[src/rtl/fetch_pkg.sv]
// Shared constants and entry layout for the instruction fetch stage.
package fetch_pkg;

  localparam int INST_W = 32;
  localparam int PC_INC = 4;
  localparam int PC_W   = 32;

  typedef struct packed {
    logic [PC_W-1:0]   pc;
    logic [INST_W-1:0] inst;
  } fetch_entry_t;

endpackage

[src/rtl/fetch_fifo.sv]
// Circular instruction buffer with synchronous clear and same-cycle push/pop.
// Latency: a push is visible at the head one cycle later; push into a full buffer is dropped unless a pop frees room.
module fetch_fifo #(
  parameter int DEPTH = 4,
  parameter int WIDTH = 64
) (
  input  logic                   clk,
  input  logic                   reset,
  input  logic                   clear,
  input  logic                   push,
  input  logic [WIDTH-1:0]       push_data,
  input  logic                   pop,
  output logic [WIDTH-1:0]       head_data,
  output logic [$clog2(DEPTH):0] count
);

  localparam int AW = $clog2(DEPTH);
  localparam int CW = AW + 1;

  logic [WIDTH-1:0] mem [DEPTH];
  logic [AW-1:0]    rd_ptr;
  logic [AW-1:0]    wr_ptr;
  logic             do_push;
  logic             do_pop;

  assign do_pop    = pop && (count != '0);
  assign do_push   = push && ((count != CW'(DEPTH)) || do_pop);
  assign head_data = mem[rd_ptr];

  always_ff @(posedge clk) begin
    if (do_push) begin
      mem[wr_ptr] <= push_data;
    end
  end

  always_ff @(posedge clk) begin
    if (reset || clear) begin
      rd_ptr <= '0;
      wr_ptr <= '0;
      count  <= '0;
    end else begin
      if (do_push) begin
        wr_ptr <= wr_ptr + 1'b1;
      end
      if (do_pop) begin
        rd_ptr <= rd_ptr + 1'b1;
      end
      case ({do_push, do_pop})
        2'b10:   count <= count + 1'b1;
        2'b01:   count <= count - 1'b1;
        default: count <= count;
      endcase
    end
  end

endmodule

[src/rtl/fetch_unit.sv]
// Instruction fetch stage: owns the PC, keeps one request in flight, buffers {pc, inst} toward decode.
// Redirects flush the buffer and discard any response still owed to the old path.
module fetch_unit
  import fetch_pkg::*;
#(
  parameter int               XLEN     = 32,
  parameter logic [XLEN-1:0]  RESET_PC = '0,
  parameter int               DEPTH    = 4
) (
  input  logic              clk,
  input  logic              reset,
  input  logic              redirect_valid,
  input  logic [XLEN-1:0]   redirect_target,
  output logic              imem_req_valid,
  output logic [XLEN-1:0]   imem_req_addr,
  input  logic              imem_req_ready,
  input  logic              imem_resp_valid,
  input  logic [INST_W-1:0] imem_resp_data,
  output logic              inst_valid,
  input  logic              inst_ready,
  output logic [INST_W-1:0] inst_data,
  output logic [XLEN-1:0]   inst_pc,
  output logic              fault_misaligned
);

  localparam int CW = $clog2(DEPTH) + 1;

  typedef struct packed {
    logic [XLEN-1:0]   pc;
    logic [INST_W-1:0] inst;
  } entry_t;

  logic [XLEN-1:0] pc;
  logic [XLEN-1:0] req_pc;
  logic            outstanding;
  logic            drop;
  logic            fault;

  logic [CW-1:0]   count;
  logic            reserved;
  logic            space_ok;
  logic            req_fire;
  logic            resp_hit;
  logic            push;
  logic            pop;
  entry_t          push_entry;
  entry_t          head_entry;

  // The in-flight word already owns a buffer slot unless it is going to be dropped.
  assign reserved = outstanding && !drop;
  assign space_ok = (count + CW'(reserved)) < CW'(DEPTH);

  assign imem_req_valid = !fault && !redirect_valid
                        && (!outstanding || imem_resp_valid) && space_ok;
  assign imem_req_addr  = pc;
  assign req_fire       = imem_req_valid && imem_req_ready;

  assign resp_hit   = imem_resp_valid && outstanding;
  assign push       = resp_hit && !drop && !redirect_valid;
  assign push_entry = '{pc: req_pc, inst: imem_resp_data};

  assign inst_valid       = (count != '0);
  assign pop              = inst_valid && inst_ready;
  assign inst_pc          = head_entry.pc;
  assign inst_data        = head_entry.inst;
  assign fault_misaligned = fault;

  always_ff @(posedge clk) begin
    if (reset) begin
      pc          <= RESET_PC;
      req_pc      <= RESET_PC;
      outstanding <= 1'b0;
      drop        <= 1'b0;
      fault       <= 1'b0;
    end else if (redirect_valid) begin
      pc          <= redirect_target;
      fault       <= |redirect_target[1:0];
      // A response landing in this cycle is simply lost; only a still-pending one needs dropping.
      outstanding <= outstanding && !imem_resp_valid;
      drop        <= outstanding && !imem_resp_valid;
    end else begin
      if (resp_hit) begin
        outstanding <= 1'b0;
        drop        <= 1'b0;
      end
      if (req_fire) begin
        outstanding <= 1'b1;
        req_pc      <= pc;
        pc          <= pc + XLEN'(PC_INC);
      end
    end
  end

  fetch_fifo #(
    .DEPTH (DEPTH),
    .WIDTH ($bits(entry_t))
  ) u_fifo (
    .clk       (clk),
    .reset     (reset),
    .clear     (redirect_valid),
    .push      (push),
    .push_data (push_entry),
    .pop       (pop),
    .head_data (head_entry),
    .count     (count)
  );

endmodule

[config.mk]
export PLATFORM = sky130hd
export DESIGN_NAME = fetch_unit
export DESIGN_NICKNAME = d
export VERILOG_FILES = /design/src/rtl/fetch_pkg.sv /design/src/rtl/fetch_fifo.sv /design/src/rtl/fetch_unit.sv
export SDC_FILE = /design/constraint.sdc
export NUM_CORES = 1
export LEC_CHECK = 0
export CAP_MARGIN = 15
export CORE_MARGIN = 5
export CORE_UTILIZATION = 57
export CTS_BUF_LIST = sky130_fd_sc_hd__clkbuf_4 sky130_fd_sc_hd__clkbuf_8
export DETAILED_ROUTE_END_ITERATION = 8
export PLACE_DENSITY = 0.93
export SLEW_MARGIN = 5
export SYNTH_ARGS = -nofsm -noshare
export SYNTH_HDL_FRONTEND = slang
export SYNTH_HIERARCHICAL = 1
export SYNTH_SLANG_ARGS = --single-unit
[constraint.sdc]
create_clock -name clk -period 4.2 [get_ports clk]
set_clock_uncertainty 0.1 [all_clocks]
set_input_delay 0.63 -clock clk [delete_from_list [all_inputs] [get_ports clk]]
set_output_delay 0.63 -clock clk [all_outputs]
set_load 0.005 [all_outputs]
* Word level (Yosys, flattened, before mapping)
Memory sizes are Yosys's and may differ from the RTL's. A register that Yosys moved wholly into a read port is not among the register bits.
Cells that the tools add are included.
** Storage, ports and cells
- Flip-flop bits (word level) :: 74
- Bits in writable memories :: 256
- Input bits :: 70
- Output and inout port bits :: 99
- Logic and storage cells :: 58
- Memories :: 1
** Memories
- u_fifo.mem :: words 4, bits a word 64, rd ports 1, clocked after memory_dff 1, wr ports 1, line fetch_fifo.sv:20 : logic [WIDTH-1:0] mem [DEPTH];
** Cells by class
- Add/sub/neg operators :: 6
- $lt $le $gt $ge :: 1
- Eq/ne operators :: 3
- Multiplexer cells :: 11
- Bitwise operators :: 1
- Reductions and logical operators :: 27
** Operators by type and width (number)
- 2-to-1 mux 32 bit :: 2
- adder 32 x 3 -> 32 bit (second input constant) :: 1
- logical AND 1 bit :: 12
- 2-to-1 mux 1 bit :: 6
- case mux 3 bit (2 select lines) :: 1
- nonzero test 2 bit :: 3
- nonzero test 3 bit :: 2
- logical NOT 1 bit :: 5
- adder 2 x 1 -> 2 bit (second input constant) :: 2
- 2-to-1 mux 2 bit :: 2
- adder 3 x 1 -> 3 bit :: 1
- adder 3 x 1 -> 3 bit (second input constant) :: 1
- logical OR 1 bit :: 3
- less-than comparator 3 bit (second input constant) :: 1
- inequality test 3 bit (second input constant) :: 1
- subtractor 3 x 1 -> 3 bit (second input constant) :: 1
- == test 2 x 1 -> 1 bit (second input constant) :: 1
- == test 2 bit (second input constant) :: 1
- AND reduction 2 bit :: 1
- OR reduction 2 bit :: 1
- NOT 1 bit :: 1

* Longest topological paths before layout
- Depth in word-level cells :: 8
- Mapped depth :: 9

* Hierarchy
The synthesis kept the hierarchy.
** By module, submodules not included
- fetch_fifo :: times used 1, cells each 389, area each 9739.3 um2, sequential area each 7867.5 um2
- fetch_unit :: times used 1, cells each 387, area each 3084.2 um2, sequential area each 1341.3 um2

* Worst setup path before layout
No wires, ideal clock.
- Path kind :: input-to-reg
- From :: input port redirect_valid
- To :: memory u_fifo.mem[0][0] (enable)
- Data arrival time :: 3.186 ns
- Setup slack :: 0.486 ns
- Stages :: 6
- Buffers on the path :: 3
- Path through :: buf_2 -> buf_1 -> nor3_1 -> buf_2 -> nor2b_2 -> and2_1
** On the way
- Longest elaborated chain between the ends :: 5
** RTL lines
- start, declared :: line fetch_unit.sv:12 : input logic redirect_valid,
- logical NOT 1 bit :: line fetch_unit.sv:59 : assign push = resp_hit && !drop && !redirect_valid;
- logical AND 1 bit :: line fetch_unit.sv:59
- named net push :: line fetch_unit.sv:44 : logic push;
- logical AND 1 bit :: line fetch_fifo.sv:27 : assign do_push = push && ((count != CW'(DEPTH)) || do_pop);
- 2-to-1 mux 1 bit :: line fetch_fifo.sv:31 : if (do_push) begin
- 2-to-1 mux 1 bit (not written as such) :: line fetch_fifo.sv:32 : mem[wr_ptr] <= push_data;
- end, declared :: line fetch_fifo.sv:20
The timed path passes the listed nets, and every way through them passes these cells.

==> impl_metrics.csv <==
group,metric,value,unit
final_layout,design_area,15900,um2
floorplan,dieArea,25600,um2
logic_synthesis,ys_types,60,
grt,grt_overflow,0,
floorplan,chipHeight,160,um
setup_path,crit_required,3.47,ns
final_layout,area_delta_synth_final,24.3,%
final_layout,layout_commonest_cell,"edfxtp_1",
final_layout,diodes,0,
timing,fin_crit_sh,80.5,%
detailed_routing,drcViolationCount,0,
power_and_ir_drop,p_per_area,418,nW/um2
setup_path,critPathMaxStageDelay,0.62,ns
clock_network,cts_sinks,332,
detailed_routing,drtPass1Iterations,5,
logic_synthesis,synth_edf_count,256,
clock_network,hold_buffers,0,
detailed_routing,wl,28400,um
grt,grt_max_degree,65,
placement,place_congestion,0.825,
setup_path,timing.critical_path.to_type,"output port",
logic_synthesis,ys.flop_type,"edfxtp_1",
clock_network,cts_resized,0,
power_and_ir_drop,combinationalPowerShare,3.9,%
power_and_ir_drop,power_frac_seq,54.2,%
setup_path,path_class,"flop to output port",
setup_path,crit_fanout,49,
clock_network,cts_buffers,51,
clock_network,clkLatencyLatePin,0.56,ns
power_and_ir_drop,vdd_ir_drop_max,0.000225,V
detailed_routing,vias_per_cell,5.85,
setup_path,critPathTopFamily,"buffers and inverters",
clock_network,post_cts_buffers,0,
floorplan,dieWidth,160,um
floorplan,start_util,58.4,%
final_layout,fin_nets,1048,
floorplan,rows,54,
placement,io_buffers,168,
timing,period_needed,3.38,ns
grt,grt_pass1_wl,44600,um
timing,worstMarginPinSlew,0.964,ns
timing,rsz0062_at_grt,"no",
power_and_ir_drop,clkPwrFrac,41.9,%
timing,maxSlewHeadroom,35.8,%
setup_path,cp_cell_sequence,"buf_12 -> mux4_2 -> clkdlybuf4s50_1",
grt,first_global_vias,7840,
timing,setup_viol,0,
grt,grtUsageTotal,22.3,%
power_and_ir_drop,leakage,5.30,nW
power_and_ir_drop,p_sw_share,20.7,%
outcome,status,"finished, final reports clean",
logic_synthesis,postSynth.asyncResetShare,0,%
final_layout,drive_above_1_share,17.8,%
final_layout,mostFrequentLayoutCells,"edfxtp_1, clkdlybuf4s50_1, nand2_1, dfxtp_1, mux4_2",
clock_network,cts_tree,"yes",
detailed_routing,drt_iter0_markers,583,
placement,post_dp_cell_area,14900,um2
timing,setup-tns-final,0,ns
logic_synthesis,ys_warn_count,6,
logic_synthesis,synth_nets,852,
floorplan,pin_count,169,
setup_path,cp-start-kind,"flop",
power_and_ir_drop,power.switching,1.38,mW
detailed_routing,wl_per_cell,22.0,um
logic_synthesis,synth_seq_cells,332,
detailed_routing,vias,7564,
detailed_routing,postRouteAntennaNets,0,
power_and_ir_drop,internal-power,5.29,mW
logic_synthesis,avgSynthCellArea,16.5,um2
placement,dp.final_hpwl,18300,um
final_layout,final_util,72.6,%
logic_synthesis,syn-cell-area,12800,um2
logic_synthesis,yosysSeqAreaShare,71.8,%
grt,antenna_found_initial,0,
timing,report.final.slew_viol_count,0,
logic_synthesis,synthCells,776,
setup_path,cp.arrival,2.65,ns
clock_network,cts.clk_slew.worst_paths,0.06,ns
setup_path,cp_slowest_cell,"mux4_2",
clock_network,cts_root_buffer,"clkbuf_8",
job,max-cap-violations,0,
timing,max_freq,296,MHz
setup_path,crit_buf_inv,2,
timing,worst_hold_slack,0.402,ns
timing,hold_viol_final,0,
clock_network,ctsHtreeMaxLevel,2,
clock_network,clock_path_buffers,3,
floorplan,core_area,22000,um2
min_path,min_path_type,"flop to flop",
## power groups by stage
stage / clock, mW / combinational (mW) / sequential (mW)
2_1_floorplan: 0 / 0.0932 / 3.67
3_3_place_gp: 0 / 0.252 / 3.68
3_5_place_dp: 0 / 0.259 / 3.68
4_1_cts: 2.84 / 0.262 / 3.61
5_1_grt: 3.01 / 0.282 / 3.62
6_report: 2.80 / 0.260 / 3.61
## synth_stat cells, types with 2 or more instances
master	number	share of area [%]
nor2_1	36	1.1
nand2b_1	3	0.15
buf_1	3	0.088
mux2i_1	3	0.23
and2_1	5	0.24
a2111oi_0	2	0.14
o31ai_1	7	0.41
a311oi_1	12	0.82
buf_4	6	0.35
and3_1	5	0.24
dlygate4sd1_1	2	0.14
nor4_1	4	0.20
mux4_2	64	11
nand2_1	82	2.4
xnor2_1	14	0.96
nor3_1	11	0.43
nand4_1	6	0.29
dfxtp_1	76	12
clkbuf_1	24	0.70
edfxtp_1	256	60
nand4b_1	2	0.14
o21bai_1	7	0.41
a211oi_1	10	0.59
a31oi_1	6	0.29
o21ai_0	6	0.23
nand3_1	12	0.47
ha_1	5	0.49
and4_1	2	0.14
buf_2	5	0.20
o31a_1	3	0.20
or4_1	7	0.41
a21oi_1	38	1.5
xor2_1	3	0.20
or3_1	8	0.39
nor2b_1	2	0.098
inv_1	15	0.44
## tightest hold or removal path: stages (launching register included)
cell	delay [ns]
dfxtp_1	0.34
nand2_1	0.06
a21oi_1	0.05
## per-layer routing
metal | GRT usage, % | share of wire, %
met5 | 0 | 0
met4 | 7.43 | 2.4
met3 | 3.92 | 7.0
met2 | 38.3 | 52
met1 | 29.3 | 38
## metrics by stage
stage	setup WS, ns	total power [mW]	instances
after detailed placement	1.08	3.94	1199
after global placement	1.10	3.93	1199
after CTS	0.736	6.72	1294
final	0.818	6.67	1294
after floorplan	0.486	3.76	776
after global routing	0.642	6.91	1294
## cell families after synthesis
kind of cell	synth area share (%)
fa+ha+maj	0.644
xor+xnor	1.16
buf+inv	2.03
compound gates	5.01
mux	11.5
simple gates	7.87
flops	71.8
## state kept, by name, summed over array words and instances, names as in the netlist, named ones only
name,count
req_pc,32
fault_misaligned,1
u_fifo/mem,256
outstanding,1
imem_req_addr,32
u_fifo/wr_ptr,2
u_fifo/rd_ptr,2
u_fifo/count,3
drop,1
## worst paths after layout
check                           cells past startpoint  slack, ns              end             from
worst max register to register                      8       1.48  u_fifo/count[2]  u_fifo/count[0]
worst min register to register                      2       0.40        req_pc[8]        req_pc[8]
worst min-delay path                                2       0.40        req_pc[8]        req_pc[8]
worst max-delay path                                3       0.82      inst_pc[22]             flop
## cell type report
cell class / count / area (um2)
multi-input combinational: 387 / 3370
sequential: 332 / 9220
clock inverter: 33 / 288
clock buffer: 62 / 803
timing repair buffer: 184 / 1860
fill: 1251 / 6010
inverter: 16 / 60.1
tap: 280 / 350
Power figures use the tool's default switching activity.
